## src/rtl/mpp_pattern_sequencer.sv

```systemverilog
// MPP drive-waveform source: runtime-loadable signed pattern tables played back
// with gain scaling, saturation, valid/ready output handshake and end-of-period stop.
module mpp_pattern_sequencer #(
  parameter int DATA_W       = 24,
  parameter int DEPTH        = 17,
  parameter int NUM_PATTERNS = 4,
  parameter int GAIN_W       = 8,
  parameter int REP_W        = 8,
  localparam int ADDR_W      = $clog2(DEPTH),
  localparam int PAT_W       = (NUM_PATTERNS > 1) ? $clog2(NUM_PATTERNS) : 1
) (
  input  logic              clk,
  input  logic              rst,
  input  logic              wrEn,
  input  logic [PAT_W-1:0]  wrPattern,
  input  logic [ADDR_W-1:0] wrAddr,
  input  logic [DATA_W-1:0] wrData,
  input  logic              start,
  input  logic [PAT_W-1:0]  patternSel,
  input  logic [REP_W-1:0]  repeatCount,
  input  logic [GAIN_W-1:0] gain,
  input  logic              stopReq,
  input  logic              sampleReady,
  output logic [DATA_W-1:0] MPPsignal_out,
  output logic              sampleValid,
  output logic              busy,
  output logic              done
);

  localparam int PROD_W = DATA_W + GAIN_W + 1;
  localparam logic [ADDR_W-1:0] LAST_IDX = ADDR_W'(DEPTH - 1);
  localparam logic signed [PROD_W-1:0] SAT_MAX = {{(GAIN_W + 2){1'b0}}, {(DATA_W - 1){1'b1}}};
  localparam logic signed [PROD_W-1:0] SAT_MIN = {{(GAIN_W + 2){1'b1}}, {(DATA_W - 1){1'b0}}};

  typedef enum logic {IDLE, RUN} state_t;

  state_t            state_reg;
  logic [PAT_W-1:0]  sel_reg;
  logic [REP_W-1:0]  rep_reg;
  logic [REP_W-1:0]  period_reg;
  logic [GAIN_W-1:0] gain_reg;
  logic [ADDR_W-1:0] idx_reg;
  logic              stop_reg;
  logic [DATA_W-1:0] out_reg;
  logic              valid_reg;
  logic              busy_reg;
  logic              done_reg;

  logic [DATA_W-1:0] tbl [NUM_PATTERNS][DEPTH];

  // Range checks done on zero-extended copies so the compare stays generic
  // for any NUM_PATTERNS, power of two or not.
  logic [31:0] wr_pat_ext;
  logic [31:0] wr_addr_ext;
  logic [31:0] start_pat_ext;
  logic        wr_ok;
  logic        start_ok;

  assign wr_pat_ext    = 32'(wrPattern);
  assign wr_addr_ext   = 32'(wrAddr);
  assign start_pat_ext = 32'(patternSel);
  assign wr_ok    = wrEn && (wr_addr_ext < DEPTH) && (wr_pat_ext < NUM_PATTERNS)
                    && !(busy_reg && (wrPattern == sel_reg));
  assign start_ok = start && (start_pat_ext < NUM_PATTERNS);

  always_ff @(posedge clk) begin
    if (wr_ok) tbl[wrPattern][wrAddr] <= wrData;
  end

  logic [PAT_W-1:0]          rd_pat;
  logic [ADDR_W-1:0]         rd_addr;
  logic [ADDR_W-1:0]         nxt_idx;
  logic [GAIN_W-1:0]         rd_gain;
  logic signed [DATA_W-1:0]  rd_sample;
  logic signed [PROD_W-1:0]  prod;
  logic signed [PROD_W-1:0]  shifted;
  logic [DATA_W-1:0]         scaled;
  logic                      final_period;

  // The read port looks one sample ahead: entry 0 of the requested pattern in
  // IDLE, the next index of the active pattern in RUN.
  always_comb begin
    nxt_idx = (idx_reg == LAST_IDX) ? '0 : idx_reg + 1'b1;
    if (state_reg == IDLE) begin
      rd_pat  = patternSel;
      rd_addr = '0;
      rd_gain = gain;
    end else begin
      rd_pat  = sel_reg;
      rd_addr = nxt_idx;
      rd_gain = gain_reg;
    end
    rd_sample = $signed(tbl[rd_pat][rd_addr]);
    prod      = rd_sample * $signed({1'b0, rd_gain});
    shifted   = prod >>> (GAIN_W - 1);
    if (shifted > SAT_MAX)      scaled = SAT_MAX[DATA_W-1:0];
    else if (shifted < SAT_MIN) scaled = SAT_MIN[DATA_W-1:0];
    else                        scaled = shifted[DATA_W-1:0];
    final_period = (rep_reg != '0) && (period_reg == rep_reg - 1'b1);
  end

  always_ff @(posedge clk or posedge rst) begin
    if (rst) begin
      state_reg  <= IDLE;
      sel_reg    <= '0;
      rep_reg    <= '0;
      period_reg <= '0;
      gain_reg   <= '0;
      idx_reg    <= '0;
      stop_reg   <= 1'b0;
      out_reg    <= '0;
      valid_reg  <= 1'b0;
      busy_reg   <= 1'b0;
      done_reg   <= 1'b0;
    end else begin
      done_reg <= 1'b0;
      case (state_reg)
        IDLE: begin
          if (start_ok) begin
            sel_reg    <= patternSel;
            rep_reg    <= repeatCount;
            gain_reg   <= gain;
            period_reg <= '0;
            idx_reg    <= '0;
            stop_reg   <= 1'b0;
            out_reg    <= scaled;
            valid_reg  <= 1'b1;
            busy_reg   <= 1'b1;
            state_reg  <= RUN;
          end
        end
        RUN: begin
          if (stopReq) stop_reg <= 1'b1;
          if (valid_reg && sampleReady) begin
            // A stop request arriving on the final handshake still counts.
            if ((idx_reg == LAST_IDX) && (final_period || stop_reg || stopReq)) begin
              out_reg   <= '0;
              valid_reg <= 1'b0;
              busy_reg  <= 1'b0;
              done_reg  <= 1'b1;
              state_reg <= IDLE;
            end else begin
              out_reg <= scaled;
              idx_reg <= nxt_idx;
              if (idx_reg == LAST_IDX) period_reg <= period_reg + 1'b1;
            end
          end
        end
        default: state_reg <= IDLE;
      endcase
    end
  end

  assign MPPsignal_out = out_reg;
  assign sampleValid   = valid_reg;
  assign busy          = busy_reg;
  assign done          = done_reg;

endmodule

```

## config.mk

```make
export PLATFORM = sky130hd
export DESIGN_NAME = mpp_pattern_sequencer
export DESIGN_NICKNAME = d
export VERILOG_FILES = /design/src/rtl/mpp_pattern_sequencer.sv
export SDC_FILE = /design/constraint.sdc
export NUM_CORES = 2
export LEC_CHECK = 0
export CORE_ASPECT_RATIO = 0.8
export CORE_MARGIN = 8
export CORE_UTILIZATION = 63
export DETAILED_ROUTE_END_ITERATION = 8
export PLACE_DENSITY = 0.8
export SYNTH_ARGS = -nofsm -noshare
export SYNTH_HDL_FRONTEND = slang
export SYNTH_SLANG_ARGS = --single-unit
```

## constraint.sdc

```tcl
create_clock -name clk -period 10.4 [get_ports clk]
set_input_delay 1.56 -clock clk [delete_from_list [all_inputs] [get_ports clk]]
set_output_delay 1.56 -clock clk [all_outputs]
set_load 0.02 [all_outputs]
```

# ---- Yosys cells after proc, flatten, opt, wreduce, memory -nomap -nowiden
# Memories as Yosys holds them, arrays and structs flattened.
# Index checks and enable logic that the tools add are counted.
dict set report classes {
  n_addsub 3
  mul 1
  n_div 0
  order_cmp 8
  eq_ne 9
  shift 0
  n_mux 40
  n_bitwise 3
  n_reduce_logical 19
}
# cell count
set op_table {}
lappend op_table {{two-way mux 408 bit} 1}
lappend op_table {{two-way mux 24 bit} 8}
lappend op_table {{binary-select mux 24 bit (select 5 bit)} 1}
lappend op_table {{demux 24 bit (select 5 bit)} 1}
lappend op_table {{case mux 24 bit (2 select lines)} 1}
lappend op_table {{two-way mux 8 bit} 5}
lappend op_table {{multiplier 24 x 9 -> 33 bit} 1}
lappend op_table {{greater-than comparator 26 x 24 -> 1 bit, second input constant} 1}
lappend op_table {{< comparator 26 x 24 -> 1 bit, second input constant} 1}
lappend op_table {{two-way mux 5 bit} 5}
lappend op_table {{case mux 8 bit (2 select lines)} 1}
lappend op_table {{>= comparator 6 bit, second input constant} 2}
lappend op_table {{two-way mux 1 bit} 12}
lappend op_table {{inverter 5 -> 6 bit} 2}
lappend op_table {{case mux 5 bit (2 select lines)} 1}
lappend op_table {{logical AND 1 bit} 9}
lappend op_table {{adder 8 x 1 -> 8 bit, second input constant} 1}
lappend op_table {{== test 8 bit} 1}
lappend op_table {{nonzero test 8 bit} 1}
lappend op_table {{subtractor 8 x 1 -> 8 bit, second input constant} 1}
lappend op_table {{< comparator 2 x 3 -> 1 bit, second input constant} 2}
lappend op_table {{< comparator 6 x 1 -> 1 bit, second input constant} 1}
lappend op_table {{inequality test 2 x 1 -> 1 bit, second input constant} 3}
lappend op_table {{inequality test 2 bit, second input constant} 3}
lappend op_table {{other kinds (12)} 18}
dict set report totals {
  regBits 59
  latchBits 0
  ram_bits 1632
  romBits 0
  output_inout_bits 27
  wordCells 94
  mem_count 1
}
# name depth width read_ports rd_clocked_by_memory_dff wr line_no
set mem_list {}
lappend mem_list {tbl 4 408 1 0 1 49} ;# logic [DATA_W-1:0] tbl [NUM_PATTERNS][DEPTH];

# ---- Depth between registers and ports, before layout
dict set report logic_depth {
  word_depth 14
  depth_mapped 38
  ltp_nobuf 32
}

# ---- Least setup slack after synthesis
# Ideal clock, no wire load.
dict set report synth_timing {
  path_type {input-to-reg}
  from {input patternSel[0]}
  to {register out_reg[0], in the netlist MPPsignal_out[0]}
  setup_time_ns 0.066
  arrival_ns 9.444
  slack_ns 0.890
  path_stages 32
  cell_sequence {buf_2 mux2_4 buf_4 clkbuf_1 clkbuf_1 clkbuf_1 buf_1 mux4_2 nand2_1 o21ai_1 and2_1 fa_1 fa_1 fa_1 inv_1 fa_1 inv_1 ha_1 a21o_1 a21o_1 a21oi_1 a21boi_0 o21ai_0 a221o_1 a21o_1 nor2b_1 or3b_1 and3_1 clkbuf_1 a211oi_4 buf_6 a221o_1}
}
dict set report synth_via {
  elab_chain_len 12
  elab_cells_between_ends 18
  cone_classes {mul (1); order compare (3); eq/ne (1); mux (10); reduce/logical (2); memory (1)}
}
# item line_no
set synth_lines {}
lappend synth_lines {{from (decl)} 19} ;# input logic [PAT_W-1:0] patternSel,
lappend synth_lines {{two-way mux 2 bit} 84} ;# if (state_reg == IDLE) begin
lappend synth_lines {{memory (4 x 408 bit)} -}
lappend synth_lines {{binary-select mux 24 bit (select 5 bit)} 93} ;# rd_sample = $signed(tbl[rd_pat][rd_addr]);
lappend synth_lines {{two-way mux 24 bit (implied by the code) (2 in series)} 93}
lappend synth_lines {{multiplier 24 x 9 -> 33 bit} 94} ;# prod = rd_sample * $signed({1'b0, rd_gain});
lappend synth_lines {{< comparator 26 x 24 -> 1 bit} 97} ;# else if (shifted < SAT_MIN) scaled = SAT_MIN[DATA_W-1:0];
lappend synth_lines {{two-way mux 24 bit} 97}
lappend synth_lines {{two-way mux 24 bit} 96} ;# if (shifted > SAT_MAX) scaled = SAT_MAX[DATA_W-1:0];
lappend synth_lines {{two-way mux 24 bit} 136} ;# if ((idx_reg == LAST_IDX) && (final_period || stop_reg || stopReq)) begin
lappend synth_lines {{two-way mux 24 bit} 134} ;# if (valid_reg && sampleReady) begin
lappend synth_lines {{case mux 24 bit (2 select lines)} 117} ;# case (state_reg)
lappend synth_lines {{to (signal assigned)} 126} ;# out_reg <= scaled;
lappend synth_lines {{to (signal assigned)} 143} ;# out_reg <= scaled;
lappend synth_lines {{to (decl)} 44} ;# logic [DATA_W-1:0] out_reg;
# Several ways; a longest one is shown, not always the timed one. The select of a mux whose other input is x is not followed.
# A chain may end at the register's enable or synchronous reset.

# ---- Worst setup path after layout
dict set report layout_timing {
  from {input patternSel[1]}
  to {register out_reg[20], in the netlist MPPsignal_out[20]}
}
# Same word-level chain as after synthesis.

==> impl_metrics.env <==
export IMPL_crit_fanout=24
export IMPL_cts_htree_levels=4
export IMPL_grt_use_total=0.325
export IMPL_clock_sinks=1691
export IMPL_multi_input_area_sq_um=22100
export IMPL_wl_mm=215
export IMPL_crit_cells=33
export IMPL_die_h_um=324
export IMPL_path_class="in -> reg"
export IMPL_cts_tree="done"
export IMPL_rsz0062_at_grt="false"
export IMPL_ys_async_sr_fraction=0.0349
export IMPL_portBuffers=81
export IMPL_avgRoutedWirePerCell_um=27.1
export IMPL_ant_nets=0
export IMPL_dp_slack_ns=-0.263
export IMPL_max_slew_margin_rel=0.125
export IMPL_die_area_sq_um=130000
export IMPL_fillCellCount=7398
export IMPL_clock_latency_ns=0.81
export IMPL_cts_resized=0
export IMPL_dp_cells=7646
export IMPL_worst_path_max_delay_cell="mux2i_4"
export IMPL_dpl_hpwl_mm=128
export IMPL_clockRootBuffer="clkbuf_16"
export IMPL_synthCells=5967
export IMPL_initial_core_util=0.632
export IMPL_hold_violations=0
export IMPL_regMostFlops="tbl"
export IMPL_syn_area_sq_um=74700
export IMPL_cp_end_kind="register"
export IMPL_grt_pass1_wl_mm=319
export IMPL_ioPinCount=82
export IMPL_viasPerCell=6.63
export IMPL_final_seq_area_sq_um=50500
export IMPL_cp_required_ns=11.12
export IMPL_drc=0
export IMPL_largest_reg_flops=1632
export IMPL_cap_viol_max_count=0
export IMPL_critPathMaxStageDelay_ns=0.69
export IMPL_post_route_period_util=0.979
export IMPL_worstMarginPinSlew_ns=1.30
export IMPL_dr_total_vias=52600
export IMPL_clkTransAtPathRegs_ns=0.06
export IMPL_synth_area_leaders="edfxtp_1 66%, nand2_1 8.2%, fa_1 4.0%, nand3_1 2.6%, dfrtp_1 2.0%"
export IMPL_synth_main_ff_cell="edfxtp_1"
export IMPL_yosys_register_bits=1691
export IMPL_stdcell_count=7937
export IMPL_num_nets_final=6523
export IMPL_drive_above_1_share=0.128
export IMPL_synth_distinct_cells=79
export IMPL_first_global_vias=51700
export IMPL_finalMaxSlewViolations=0
export IMPL_gp_congestion=0.970
export IMPL_drt_iter0_drc=8169
export IMPL_reg2reg_depth=32
export IMPL_arrival_ns=10.90
export IMPL_synth_top_cell_by_area="edfxtp_1"
export IMPL_clock_skew_ns=0.0279
export IMPL_syn_nets=6237
export IMPL_min_path_type="reg -> reg"
export IMPL_fmax_ghz=0.0983
export IMPL_ctsHoldBuffers=0
export IMPL_antenna_found_initial=7
export IMPL_cts_made_buffers=157
export IMPL_crit_buf_inv=8
export IMPL_period_minus_slack_ns=10.18
export IMPL_core_sq_um=118000
export IMPL_num_rows=113
export IMPL_avgSynthCellArea_sq_um=12.5
export IMPL_die_x_um=401
export IMPL_cts_max_path_buffers=3
export IMPL_grt_overflow_total=0
export IMPL_cp_common_cell="fa_1"
export IMPL_grt_max_degree=76
export IMPL_path_delay_family="simple AND/OR/NAND/NOR gates"
export IMPL_worst_slack_ns=0.222
export IMPL_ys_warn_count=0
export IMPL_synth_edf_count=1632
export IMPL_synth_top_area_share=0.656
export IMPL_status="completed"
export IMPL_setup_viol=0
export IMPL_postCtsSetupRepairBufs=0
export IMPL_syn_to_final_growth_pct=13.5
export IMPL_holdPathStages=1
export IMPL_seq_area_frac_synth=0.676
export IMPL_crit_path_start_kind="input port"
export IMPL_drt_first_pass_iters=7
## per-stage QoR
step	instance area (sq um)	TNS (ns)	util	hold WS (ns)
final	84700	0	0.717	0.510
after global routing	84700	0	0.717	0.525
after CTS	84700	0	0.717	0.508
after detailed placement	79600	-5.22	0.674	0.496
after global placement	79600	-2.15	0.674	0.483
after floorplan	74700	0	-	0.475
## cells by family (layout without fill, tap and decap cells)
logic type,Yosys count,count (layout),share of synthesized area
AOI/OAI and AO/OA,766,766,0.0705
adders and majority gates,215,215,0.0510
muxes,65,65,0.0144
xor gates and xnor gates,45,45,0.00528
and+or+nand+nor,2595,2595,0.152
other,0,5,0
DFF,1691,1691,0.676
buffers and inverters,590,1003,0.0308
## area by class of cell
type                    instances  share of cell area
flip-flops and latches       1691               0.596
repair buffers                507              0.0506
inverters                     210             0.00930
multi-input cells            3686               0.261
clock inverters                85             0.00979
clock buffers                 201              0.0499
well taps                    1552              0.0229
diodes                          5            0.000148
## cells in the final DEF (no fill, tap or decap), drive strengths merged, types with 7 or more instances in the layout
cell / n
and2: 107
clkinv: 66
o21bai: 7
mux4: 30
nand2: 1636
nor3: 53
a221o: 20
dfrtp: 59
inv: 215
a21oi: 180
clkbuf: 201
nand2b: 10
nor2b: 20
clkdlybuf4s50: 57
o21ai: 86
nand4: 12
xnor2: 24
a2111oi: 19
a31oi: 108
nand3: 381
xor2: 21
a21o: 27
bufinv: 13
a311oi: 164
or3: 9
o31ai: 28
buf: 450
nor4: 40
a221oi: 14
fa: 149
edfxtp: 1632
nor2: 127
o22ai: 53
a211oi: 18
ha: 66
mux2i: 11
mux2: 24
and3: 180
## synthesized netlist by cell type (all sizes together), types with 27 or more instances
| library cell | instances |
|---|---|
| nand2 | 1636 |
| edfxtp | 1632 |
| nand3 | 381 |
| clkbuf | 261 |
| inv | 208 |
| a21oi | 180 |
| and3 | 180 |
| a311oi | 164 |
| fa | 149 |
| nor2 | 127 |
| buf | 119 |
| a31oi | 108 |
| and2 | 107 |
| o21ai | 86 |
| ha | 66 |
| dfrtp | 59 |
| nor3 | 53 |
| o22ai | 53 |
| nor4 | 40 |
| mux4 | 30 |
| o31ai | 28 |
| a21o | 27 |
## path summary, 6_finish.rpt
path / startpoint / to / slack [ns]
max: patternSel[1] / MPPsignal_out[20] / 0.22
min: gain_reg[2] / gain_reg[2] / 0.51
max reg2reg: state_reg / MPPsignal_out[20] / 0.56
min reg2reg: gain_reg[2] / gain_reg[2] / 0.51
max in group asynchronous: rst / state_reg / 8.54
min in group asynchronous: rst / idx_reg[0] / 1.32
## per-layer routing
metal  part of all wire  vias up  wire, um  global-route usage
met4              0.047        6     10000               0.141
met5            0.00016        -        34                   0
met1               0.36    25600     77400               0.444
met2               0.44     4279     95400               0.491
met3               0.15      649     32100              0.0965
li1                   -    22200         -                   -
## worst register-to-register path, delay by kind of cell (launching register included)
kind,cells,cell delay (ns)
compound gates,7,1.98
fa+ha+maj,5,2.37
buf+inv,7,1.16
flops,1,0.91
mux,1,0.82
simple gates,12,2.54
Power is left out: the tool's default activity adds up to more than one toggle a clock period on the data nets, which glitch-free logic cannot reach.
